===== config.mk =====
export PLATFORM = sky130hd
export DESIGN_NAME = addsub16_seq
export DESIGN_NICKNAME = d
export VERILOG_FILES = /design/src/rtl/addsub_seq_pkg.sv /design/src/rtl/addsub4_slice.sv /design/src/rtl/addsub16_seq.sv
export SDC_FILE = /design/constraint.sdc
export NUM_CORES = 1
export LEC_CHECK = 0
export ABC_AREA = 1
export CORE_ASPECT_RATIO = 0.7
export CORE_MARGIN = 5
export CORE_UTILIZATION = 36
export CTS_CLUSTER_DIAMETER = 150
export DETAILED_ROUTE_END_ITERATION = 6
export MAX_ROUTING_LAYER = met4
export REMOVE_ABC_BUFFERS = 1
export SLEW_MARGIN = 20
export SYNTH_ARGS = -nofsm -noshare
export SYNTH_HDL_FRONTEND = slang
export SYNTH_SLANG_ARGS = --single-unit

===== constraint.sdc =====
create_clock -name clk -period 8.96 [get_ports clk]
set_clock_uncertainty 0.15 [all_clocks]
set_input_delay 2.24 -clock clk [delete_from_list [all_inputs] [get_ports clk]]
set_output_delay 2.24 -clock clk [all_outputs]
set_load 0.03 [all_outputs]

===== src/rtl/addsub_seq_pkg.sv =====
// Shared types and sizing for the nibble-serial 16-bit adder/subtractor.
package addsub_seq_pkg;

    localparam int unsigned WIDTH   = 16;
    localparam int unsigned NIB_W   = 4;
    localparam int unsigned NUM_NIB = 4;
    localparam int unsigned CNT_W   = 2;

    typedef enum logic [1:0] {
        IDLE = 2'd0,
        RUN  = 2'd1,
        DONE = 2'd2
    } state_t;

    // Operation captured on accept; ports are ignored afterwards.
    typedef struct packed {
        logic [WIDTH-1:0] a;
        logic [WIDTH-1:0] b;
        logic             op;
    } req_t;

endpackage


===== src/rtl/addsub4_slice.sv =====
// Combinational 4-bit ripple adder exposing every internal carry-out.
module addsub4_slice
    import addsub_seq_pkg::*;
(
    input  logic [NIB_W-1:0] x,
    input  logic [NIB_W-1:0] y,
    input  logic             cin,
    output logic [NIB_W-1:0] sum,
    output logic [NIB_W-1:0] c
);

    logic carry;

    // Ripple the carry bit by bit; c[i] is the carry out of bit i.
    always_comb begin
        sum   = '0;
        c     = '0;
        carry = cin;
        for (int i = 0; i < int'(NIB_W); i++) begin
            sum[i] = x[i] ^ y[i] ^ carry;
            carry  = (x[i] & y[i]) | (carry & (x[i] ^ y[i]));
            c[i]   = carry;
        end
    end

endmodule


===== src/rtl/addsub16_seq.sv =====
// 16-bit add/subtract computed one nibble per cycle through a shared 4-bit slice.
module addsub16_seq
    import addsub_seq_pkg::*;
(
    input  logic             clk,
    input  logic             rst,
    input  logic             in_valid,
    output logic             in_ready,
    input  logic [WIDTH-1:0] a,
    input  logic [WIDTH-1:0] b,
    input  logic             op,
    output logic             out_valid,
    input  logic             out_ready,
    output logic [WIDTH-1:0] result,
    output logic             cout,
    output logic             ovf,
    output logic             busy
);

    state_t           state;
    state_t           state_nx;
    req_t             req_q;
    logic             carry_q;
    logic [CNT_W-1:0] cnt_q;

    logic [NIB_W-1:0] slice_x;
    logic [NIB_W-1:0] slice_y;
    logic [NIB_W-1:0] slice_sum;
    logic [NIB_W-1:0] slice_c;
    logic             last_nib;
    logic             accept;

    logic             in_ready_nx;
    logic             out_valid_nx;
    logic             busy_nx;

    assign accept   = (state == IDLE) && in_valid && in_ready;
    assign last_nib = (cnt_q == CNT_W'(NUM_NIB - 1));

    // Nibble select: {cnt_q, 2'b00} is cnt_q * NIB_W; b is inverted here for subtract.
    assign slice_x = req_q.a[{cnt_q, 2'b00} +: NIB_W];
    assign slice_y = req_q.b[{cnt_q, 2'b00} +: NIB_W] ^ {NIB_W{req_q.op}};

    addsub4_slice u_slice (
        .x   (slice_x),
        .y   (slice_y),
        .cin (carry_q),
        .sum (slice_sum),
        .c   (slice_c)
    );

    // State register.
    always_ff @(posedge clk) begin
        if (rst) begin
            state <= IDLE;
        end else begin
            state <= state_nx;
        end
    end

    // Next-state logic.
    always_comb begin
        state_nx = state;
        case (state)
            IDLE:    if (accept) state_nx = RUN;
            RUN:     if (last_nib) state_nx = DONE;
            DONE:    if (out_valid && out_ready) state_nx = IDLE;
            default: state_nx = IDLE;
        endcase
    end

    // Handshake/status values for the coming cycle, decoded from the next state.
    always_comb begin
        in_ready_nx  = 1'b0;
        out_valid_nx = 1'b0;
        busy_nx      = 1'b0;
        in_ready_nx  = (state_nx == IDLE);
        out_valid_nx = (state_nx == DONE);
        busy_nx      = (state_nx != IDLE);
    end

    // Registered handshake/status outputs.
    always_ff @(posedge clk) begin
        if (rst) begin
            in_ready  <= 1'b1;
            out_valid <= 1'b0;
            busy      <= 1'b0;
        end else begin
            in_ready  <= in_ready_nx;
            out_valid <= out_valid_nx;
            busy      <= busy_nx;
        end
    end

    // Operand capture and one nibble of arithmetic per RUN cycle.
    always_ff @(posedge clk) begin
        if (rst) begin
            req_q   <= '0;
            carry_q <= 1'b0;
            cnt_q   <= '0;
            result  <= '0;
            cout    <= 1'b0;
            ovf     <= 1'b0;
        end else if (accept) begin
            req_q   <= {a, b, op};
            carry_q <= op;
            cnt_q   <= '0;
        end else if (state == RUN) begin
            result[{cnt_q, 2'b00} +: NIB_W] <= slice_sum;
            carry_q <= slice_c[NIB_W-1];
            cnt_q   <= cnt_q + 1'b1;
            if (last_nib) begin
                cout <= slice_c[NIB_W-1];
                ovf  <= slice_c[NIB_W-2] ^ slice_c[NIB_W-1];
            end
        end
    end

endmodule


==> out/results.tsv <==
stage	metric	value	unit
floorplan	die_x	113	um
sta	worstMarginPinSlew	918	ps
global_routing	antenna_found_initial	0	
power	finalPower	0.000660	W
clocking	cts_buffers	9	
yosys	yosysWarningCount	0	
placement	gp_congestion	0.778	
sta	fin_crit	4390	ps
layout	layout_commonest_cell	nor2_1	
placement	dp_worst_setup_slack	4440	ps
clocking	clock_latency	330	ps
placement	portBuffers	57	
yosys	syn_area	2670	um^2
placement	dp_cells	521	
sta	final.setup.tns	0	ps
clocking	cts_tree	done	
setup_path	cpPeakStageDelay	860	ps
detailed_routing	route.detailed.drc	0	
detailed_routing	avgViaCountPerCell	4.50	
setup_path	cp_max_fo	43	
floorplan	pin_count	58	
setup_path	endpoint_kind	flip-flop	
floorplan	num_rows	26	
sta	layout_setup_ws	4570	ps
layout	nets	481	
clocking	ctsHoldBuffers	0	
setup_path	slowest_stage	clkinv_1	
clocking	cts.path.max_buffers	2	
layout	layout_common_cells	nor2_1, nand2_1, dfxtp_1, clkdlybuf4s50_1, o21ai_0	
setup_path	crit_chain	clkdlybuf4s50_1 -> clkinv_1 -> nand2_1 -> o21ai_0	
sta	rsz0062_at_grt	no	
hold_path	hp-class	flip-flop to flip-flop	
layout	nFillCells	764	
yosys	synth_cells	381	
detailed_routing	routed_wl	6060	um
run_status	outcome	finished, final reports clean	
layout	diodes	0	
yosys	synth.avg_cell_area	7.00	um^2
detailed_routing	via_count	2415	
global_routing	overflow	0	
detailed_routing	ant_nets	0	
run	cap_violations	0	
yosys	yosys_register_bits	59	
sta	whs	315	ps
setup_path	path_class	primary input to flip-flop	
setup_path	startpoint_type	primary input	
global_routing	grt_max_degree	44	
setup_path	crit_arrival	4440	ps
sta	slew_headroom	0.384	
layout	layout.cells.non_filler	537	
hold_path	worstHoldStart	result[14]	
global_routing	grt_pass1_vias	2317	
floorplan	start_util	0.368	
layout	multi_input_area	1300	um^2
floorplan	fp.dieArea	9260	um^2
global_routing	grt_usage	0.146	
clocking	cts_root_buf	clkbuf_8	
clocking	postCtsSetupRepairBufs	0	
yosys	ys_types	22	
clocking	htreeDepth	3	
layout	seq_area	1180	um^2
clocking	cts_resized	0	
sta	fmax	228	MHz
sta	final_hold_viol_count	0	
detailed_routing	drt_pass1_iterations	4	
placement	dp_hpwl	4280	um
setup_path	r2r-start	cnt_q[1]	
clocking	cts.clk_slew.worst_paths	70	ps
detailed_routing	drt_iter0_markers	101	
sta	setup_viol	0	
sta	post-route-period-util	0.490	
power	p_leak	1.44	nW
sta	final_max_slew_viol_count	0	
setup_path	worstPathRequired	9010	ps
layout	area_growth	30.4	%
yosys	ys_seq_area_frac	0.443	
power	vdd_drop_max	0.0000725	V
clocking	cts.sinks	59	
power	powerDensity	190	nW/um^2
setup_path	crit_start	rst	
detailed_routing	wl_per_cell	11.3	um
global_routing	grt_pass1_wl	10500	um
layout	drive_above_1_share	0.0478	
floorplan	core	7250	um^2
floorplan	die_y	82.0	um
==> power by group <==
| part | leakage [nW] | internal [W] | switching, W |
|---|---|---|---|
| clock | 0.0991 | 0.000134 | 0.000102 |
| combinational | 0.855 | 0.0000540 | 0.0000747 |
| sequential | 0.484 | 0.000284 | 0.0000112 |
==> per-layer routing <==
metal | track usage | vias up | wire length, um
li1 | - | 1313 | -
met1 | 0.180 | 1039 | 3150
met2 | 0.228 | 56 | 2510
met3 | 0.0471 | 7 | 323
met4 | 0.0504 | 0 | 85
met5 | - | - | 0
==> layout make-up <==
cell class              count  share of cell area
flip-flops and latches     59               0.339
inverters                  28              0.0302
well taps                  98              0.0352
multi-input cells         278               0.373
clock inverters             5              0.0151
repair buffers             58               0.166
clock buffers              11              0.0406
==> critical path, delay by kind of cell <==
family | cells | cell delay [ps]
compound gates | 1 | 150
buf+inv | 2 | 1620
simple gates | 1 | 400
==> cells by family (layout without fill, tap and decap cells) <==
| kind of cell | count (synthesis) | in the layout | synth area share |
|---|---|---|---|
| flip-flops | 59 | 59 | 0.443 |
| buffers and inverters | 44 | 102 | 0.0708 |
| AND/OR/NAND/NOR | 195 | 195 | 0.290 |
| adder cells (fa/ha/maj) | 10 | 10 | 0.0581 |
| XOR/XNOR | 1 | 1 | 0.00328 |
| AO/OA/AOI/OAI | 72 | 72 | 0.135 |
==> flip-flops by register name, summed over array words and instances, names as in the netlist <==
register	flops
busy	1
out_valid	1
result	16
ovf	1
in_ready	1
cnt_q	2
req_q	33
cout	1
carry_q	1
state	2
==> synth_stat cells <==
cell      number  area [um^2]
a21oi_1       19         95.1
and3_1         1         6.26
buf_1          1         3.75
buf_2          7         35.0
buf_4          4         30.0
clkbuf_1       4         15.0
clkinv_1       1         3.75
dfxtp_1       59         1180
fa_1           4         80.1
ha_1           6         75.1
inv_1         25         93.8
inv_2          2         7.51
nand2_1       73          274
nand2_2        1         6.26
nand3_1       21          105
nor2_1        97          364
nor2_2         1         6.26
nor2_4         1         11.3
o21ai_0       47          235
o21ai_1        5         25.0
o22ai_1        1         6.26
xnor2_1        1         8.76
==> through the flow <==
stage / area, um^2 / util
3_5_place_dp: 3290 / 0.453
3_3_place_gp: 3290 / 0.453
4_1_cts: 3480 / 0.480
5_1_grt: 3480 / 0.480
6_report: 3480 / 0.480
2_1_floorplan: 2580 / -
==> worst paths after layout <==
kind | depth (start not counted) | slack (ps) | end
worst max-delay path | 4 | 4570 | carry_q
worst max register to register | 14 | 5110 | result[7]
worst min-delay path | 2 | 310 | result[14]
worst min register to register | 2 | 310 | result[14]
Note: power is estimated with default switching activity, not from simulation.
